==> src/rtl/rr_arbiter_n_if.sv <==
`default_nettype none
// ============================================================================
// Module   : rr_arbiter_n_if
// Brief    : Request/grant bundle between requesters and the round-robin arbiter.
// Revision : 1.0 - initial release
// ============================================================================
interface rr_arbiter_n_if #(
    parameter int N   = 4,
    parameter int IDW = $clog2(N)
);
    logic [N-1:0]   req;
    logic [N-1:0]   gnt;
    logic [IDW-1:0] gnt_id;
    logic           gnt_valid;

    modport master (
        output req,
        input  gnt,
        input  gnt_id,
        input  gnt_valid
    );

    modport slave (
        input  req,
        output gnt,
        output gnt_id,
        output gnt_valid
    );
endinterface
`default_nettype wire

==> src/rtl/rr_arbiter_n.sv <==
`default_nettype none
// ============================================================================
// Module   : rr_arbiter_n
// Brief    : N-way registered round-robin arbiter with bounded grant bursts.
// Revision : 1.0 - initial release
// ============================================================================
module rr_arbiter_n #(
    parameter int N         = 4,
    parameter int MAX_BURST = 2,
    parameter int IDW       = $clog2(N)
) (
    input  logic          clk,
    input  logic          rst,
    rr_arbiter_n_if.slave bus
);
    localparam int             c_SW      = $clog2(N);
    localparam int             c_BW      = $clog2(MAX_BURST + 1);
    localparam logic [IDW-1:0] c_PTR_RST = IDW'(N - 1);

    logic [N-1:0]    r_gnt;
    logic [IDW-1:0]  r_gnt_id;
    logic            r_gnt_valid;
    logic [IDW-1:0]  r_ptr;
    logic [c_BW-1:0] r_bcnt;

    logic            w_any;
    logic            w_hold;
    logic            w_found;
    logic [c_SW-1:0] w_cur;
    logic [c_SW-1:0] w_sel;
    logic [N-1:0]    w_gnt_nxt;
    logic [IDW-1:0]  w_id_nxt;
    logic            w_valid_nxt;
    logic [IDW-1:0]  w_ptr_nxt;
    logic [c_BW-1:0] w_bcnt_nxt;

    assign w_any  = |bus.req;
    assign w_cur  = c_SW'(r_gnt_id);
    assign w_hold = r_gnt_valid && bus.req[w_cur] && (r_bcnt < c_BW'(MAX_BURST));

    // Search ptr+1 .. ptr+N (mod N), so the last grantee is considered last.
    always_comb begin
        int idx;
        idx     = 0;
        w_found = 1'b0;
        w_sel   = '0;
        for (int k = 1; k <= N; k++) begin
            idx = (int'(r_ptr) + k) % N;
            if (!w_found && bus.req[c_SW'(idx)]) begin
                w_found = 1'b1;
                w_sel   = c_SW'(idx);
            end
        end
    end

    always_comb begin
        w_gnt_nxt   = r_gnt;
        w_id_nxt    = r_gnt_id;
        w_valid_nxt = r_gnt_valid;
        w_ptr_nxt   = r_ptr;
        w_bcnt_nxt  = r_bcnt;
        if (!w_any) begin
            w_gnt_nxt   = '0;
            w_id_nxt    = '0;
            w_valid_nxt = 1'b0;
            w_bcnt_nxt  = '0;
        end else if (w_hold) begin
            w_bcnt_nxt  = r_bcnt + c_BW'(1);
        end else begin
            w_gnt_nxt   = N'(1) << w_sel;
            w_id_nxt    = IDW'(w_sel);
            w_valid_nxt = 1'b1;
            w_ptr_nxt   = IDW'(w_sel);
            w_bcnt_nxt  = c_BW'(1);
        end
    end

    always_ff @(posedge clk or posedge rst) begin
        if (rst) begin
            r_gnt       <= '0;
            r_gnt_id    <= '0;
            r_gnt_valid <= 1'b0;
            r_ptr       <= c_PTR_RST;
            r_bcnt      <= '0;
        end else begin
            r_gnt       <= w_gnt_nxt;
            r_gnt_id    <= w_id_nxt;
            r_gnt_valid <= w_valid_nxt;
            r_ptr       <= w_ptr_nxt;
            r_bcnt      <= w_bcnt_nxt;
        end
    end

    assign bus.gnt       = r_gnt;
    assign bus.gnt_id    = r_gnt_id;
    assign bus.gnt_valid = r_gnt_valid;
endmodule
`default_nettype wire

==> src/flat_wrapper.sv <==
// flat-port wrapper written by rule: the top's interface ports become plain ports
module rr_arbiter_n_flat 
#(
    parameter int N         = 4,
    parameter int MAX_BURST = 2,
    parameter int IDW       = $clog2(N)
)
  (clk, rst, bus_req, bus_gnt, bus_gnt_id, bus_gnt_valid);
  rr_arbiter_n_if #(.N(N), .IDW(IDW)) bus_i ();
  input  logic clk;
  input  logic rst;
  input wire logic [$bits(bus_i.req)-1:0] bus_req;
  output wire logic [$bits(bus_i.gnt)-1:0] bus_gnt;
  output wire logic [$bits(bus_i.gnt_id)-1:0] bus_gnt_id;
  output wire logic [$bits(bus_i.gnt_valid)-1:0] bus_gnt_valid;
  assign bus_i.req = bus_req;
  assign bus_gnt = bus_i.gnt;
  assign bus_gnt_id = bus_i.gnt_id;
  assign bus_gnt_valid = bus_i.gnt_valid;
  rr_arbiter_n #(.N(N), .MAX_BURST(MAX_BURST), .IDW(IDW)) u_core (.clk(clk), .rst(rst), .bus(bus_i));
endmodule
==> config.mk <==
export PLATFORM = sky130hd
export DESIGN_NAME = rr_arbiter_n_flat
export DESIGN_NICKNAME = d
export VERILOG_FILES = /design/src/rtl/rr_arbiter_n_if.sv /design/src/rtl/rr_arbiter_n.sv /design/src/flat_wrapper.sv
export SDC_FILE = /design/constraint.sdc
export NUM_CORES = 1
export LEC_CHECK = 0
export CAP_MARGIN = 20
export CORE_MARGIN = 2
export CORE_UTILIZATION = 35
export CTS_CLUSTER_DIAMETER = 120
export DETAILED_ROUTE_END_ITERATION = 10
export SLEW_MARGIN = 0
export SYNTH_ARGS = -nofsm -noshare
export SYNTH_HDL_FRONTEND = slang
export SYNTH_SLANG_ARGS = --single-unit
==> constraint.sdc <==
create_clock -name clk -period 2.03 [get_ports clk]
set_clock_uncertainty 0.2 [all_clocks]
set_input_delay 0.406 -clock clk [delete_from_list [all_inputs] [get_ports clk]]
set_output_delay 0.406 -clock clk [all_outputs]
set_load 0.02 [all_outputs]
==> metrics <==
Post-Synthesis Cells=47; core area=1450 um2; port bufs=12; CTS root buf=clkbuf_4; Yosys reg bits=11; Worst Path Required=1.99 ns; vias per cell=4.73; Yosys top cell area share=42.6%; Syn Std Cell Area=529 um2; fillcell total=145; Die H=42.9 um; Avg Inst Size Synth=11.3 um2; TritonCTS Buffers=3; Startpoint Class=input pin; Rows=14; delay-heaviest family, CP=multiplexers; Initial Utilization=36.4%; Synth Flop Type=dfrtp_1; Crit-path slowest cell=mux4_2; RSZ-0062 raised after global routing=no; Final period util=95.5%; Crit path buffers/inverters=1; Slew headroom=73.3%; CP Class=input pin to flop; CP endpoint kind=flop; DPL Wire Length=804 um; synth cell count leaders=dfrtp_1, nand2_1, o21ai_0; synth unique cells=24; Synth area leader=dfrtp_1; Max rail drop VDD=0.542 mV; Async S/R FF share, synth=100%; Seq/Total Area, Yosys=52.5%; first-pass GRT wire length=1.86 mm; Die Area=1840 um2; final antenna diode count=0; EDFF count, synth=0; CTS tree=built; Tightest Pin Transition=0.400 ns; Placer Congestion=0.713; setup violators final=0; vias in the first global route=408; CP cell instances=clkdlybuf4s50_1 -> mux4_2 -> and3b_2 -> mux2_2; CP max FO=16; Worst-path clk slew=0.07 ns; reg2reg setup slack=0.22 ns; initial DRC count=1; count leader, synth=dfrtp_1; Util after Layout=50.3%; Leakage=0.311 nW; CP arrival=1.90 ns; layout net count=76; H-tree level count=1; Power Density=1380 nW/um2; syn nets=53; Setup TNS Final=0 ns; die width=42.9 um; Via Count=402; Reg area=278 um2; Worst-Skew Late Latency=0.27 ns; routed len/inst=12.0 um; Final Hold Fails=0; CTS max path bufs=2; # IOs=13; DR pass1 iterations=3; global route total overflow=0; clock period minus final worst setup slack=1.94 ns; multi-input logic area=219 um2; GR Util All Layers=14.3%; Max Cap Viol=0; largest cells by area after synthesis=dfrtp_1, dfstp_2, o31ai_1; post-route antenna net violation count=0; synth warn=0; antenna violations before repair=0; P&R area growth vs syn=38.1%; outcome=complete, no violations; CP max stage delay=0.47 ns; maximum clock rate=516 MHz; Setup Fix Bufs, Post-CTS=0; share of cells above drive strength 1=23.2%; Clock Sinks=11; Worst Hold Class=input pin to asynchronous set/reset pin; wirelength, routed=1.02 mm; Max Slew Vio Count=0; pin count of the biggest net entering global routing=17; drc violations=0
flip-flops by register name, indices dropped and copies added (netlist names):
name / flops
u_core.bus.gnt: 4
u_core.bus.gnt_id: 2
u_core.bus.gnt_valid: 1
u_core.r_bcnt: 2
u_core.r_ptr: 2
cells in the final DEF (no fill, tap or decap), types with 2 or more instances in the layout:
cell type and n:
clkdlybuf4s50_1 12, dfrtp_1 9, buf_4 8, nand2_1 6, o21ai_0 5, o31ai_1 4, clkbuf_4 3, inv_1 2
dfstp_2 2
report_power, final:
group | switching [W] | internal (W)
Clock | 0.0000699 | 0.0000760
Sequential | 0.0000646 | 0.000325
Combinational | 0.000227 | 0.000243
area by class of cell:
class | instances | area share (%)
flip-flops and latches | 11 | 38.0
multi-input cells | 32 | 30.0
repair buffers | 20 | 24.7
clock buffers | 4 | 3.60
well taps | 16 | 2.74
inverters | 2 | 1.03
layer usage:
metal | GRT usage [%] | vias up | part of all wire (%)
li1 | - | 212 | -
met1 | 16.3 | 189 | 49
met2 | 21.5 | 1 | 51
met3 | 2.98 | 0 | 0.20
met4 | 14.4 | 0 | 0
met5 | 0 | - | 0
stage by stage:
stage | area (um2) | hold slack [ns] | instances | setup slack (ns) | total power (W)
global route | 731 | 0.263 | 85 | 0.0287 | 0.00109
floorplan | 529 | 0.0570 | 47 | 0.130 | 0.000726
CTS | 729 | 0.230 | 85 | 0.0483 | 0.00101
detailed placement | 703 | 0.266 | 81 | -0.248 | 0.000866
finish | 731 | 0.223 | 85 | 0.0909 | 0.00101
global placement | 703 | 0.257 | 81 | -0.227 | 0.000856
logic make-up after synthesis:
kind of cell,share of synthesized area [%]
and+or+nand+nor,14.4
muxes,8.27
buffers and inverters,6.38
AOI/OAI and AO/OA,18.4
DFF,52.5
final timing paths:
check	startpoint	endpoint	cells past startpoint
worst max-delay path	bus_req[1]	u_core.bus.gnt_id[0]	4
worst min-delay path	rst	u_core.r_bcnt[1]	2
worst max register to register	u_core.bus.gnt_id[1]	u_core.bus.gnt_id[0]	3
worst min register to register	u_core.r_bcnt[0]	u_core.r_bcnt[1]	1
max in group asynchronous	rst	u_core.r_ptr[0]	2
min in group clk	u_core.r_bcnt[0]	u_core.r_bcnt[1]	1
repair_timing:
action,CTS,global route
setup endpoints to repair,0,7
hold buffers,0,0
resized for setup,0,2
Note: power is estimated with default switching activity, not from simulation.
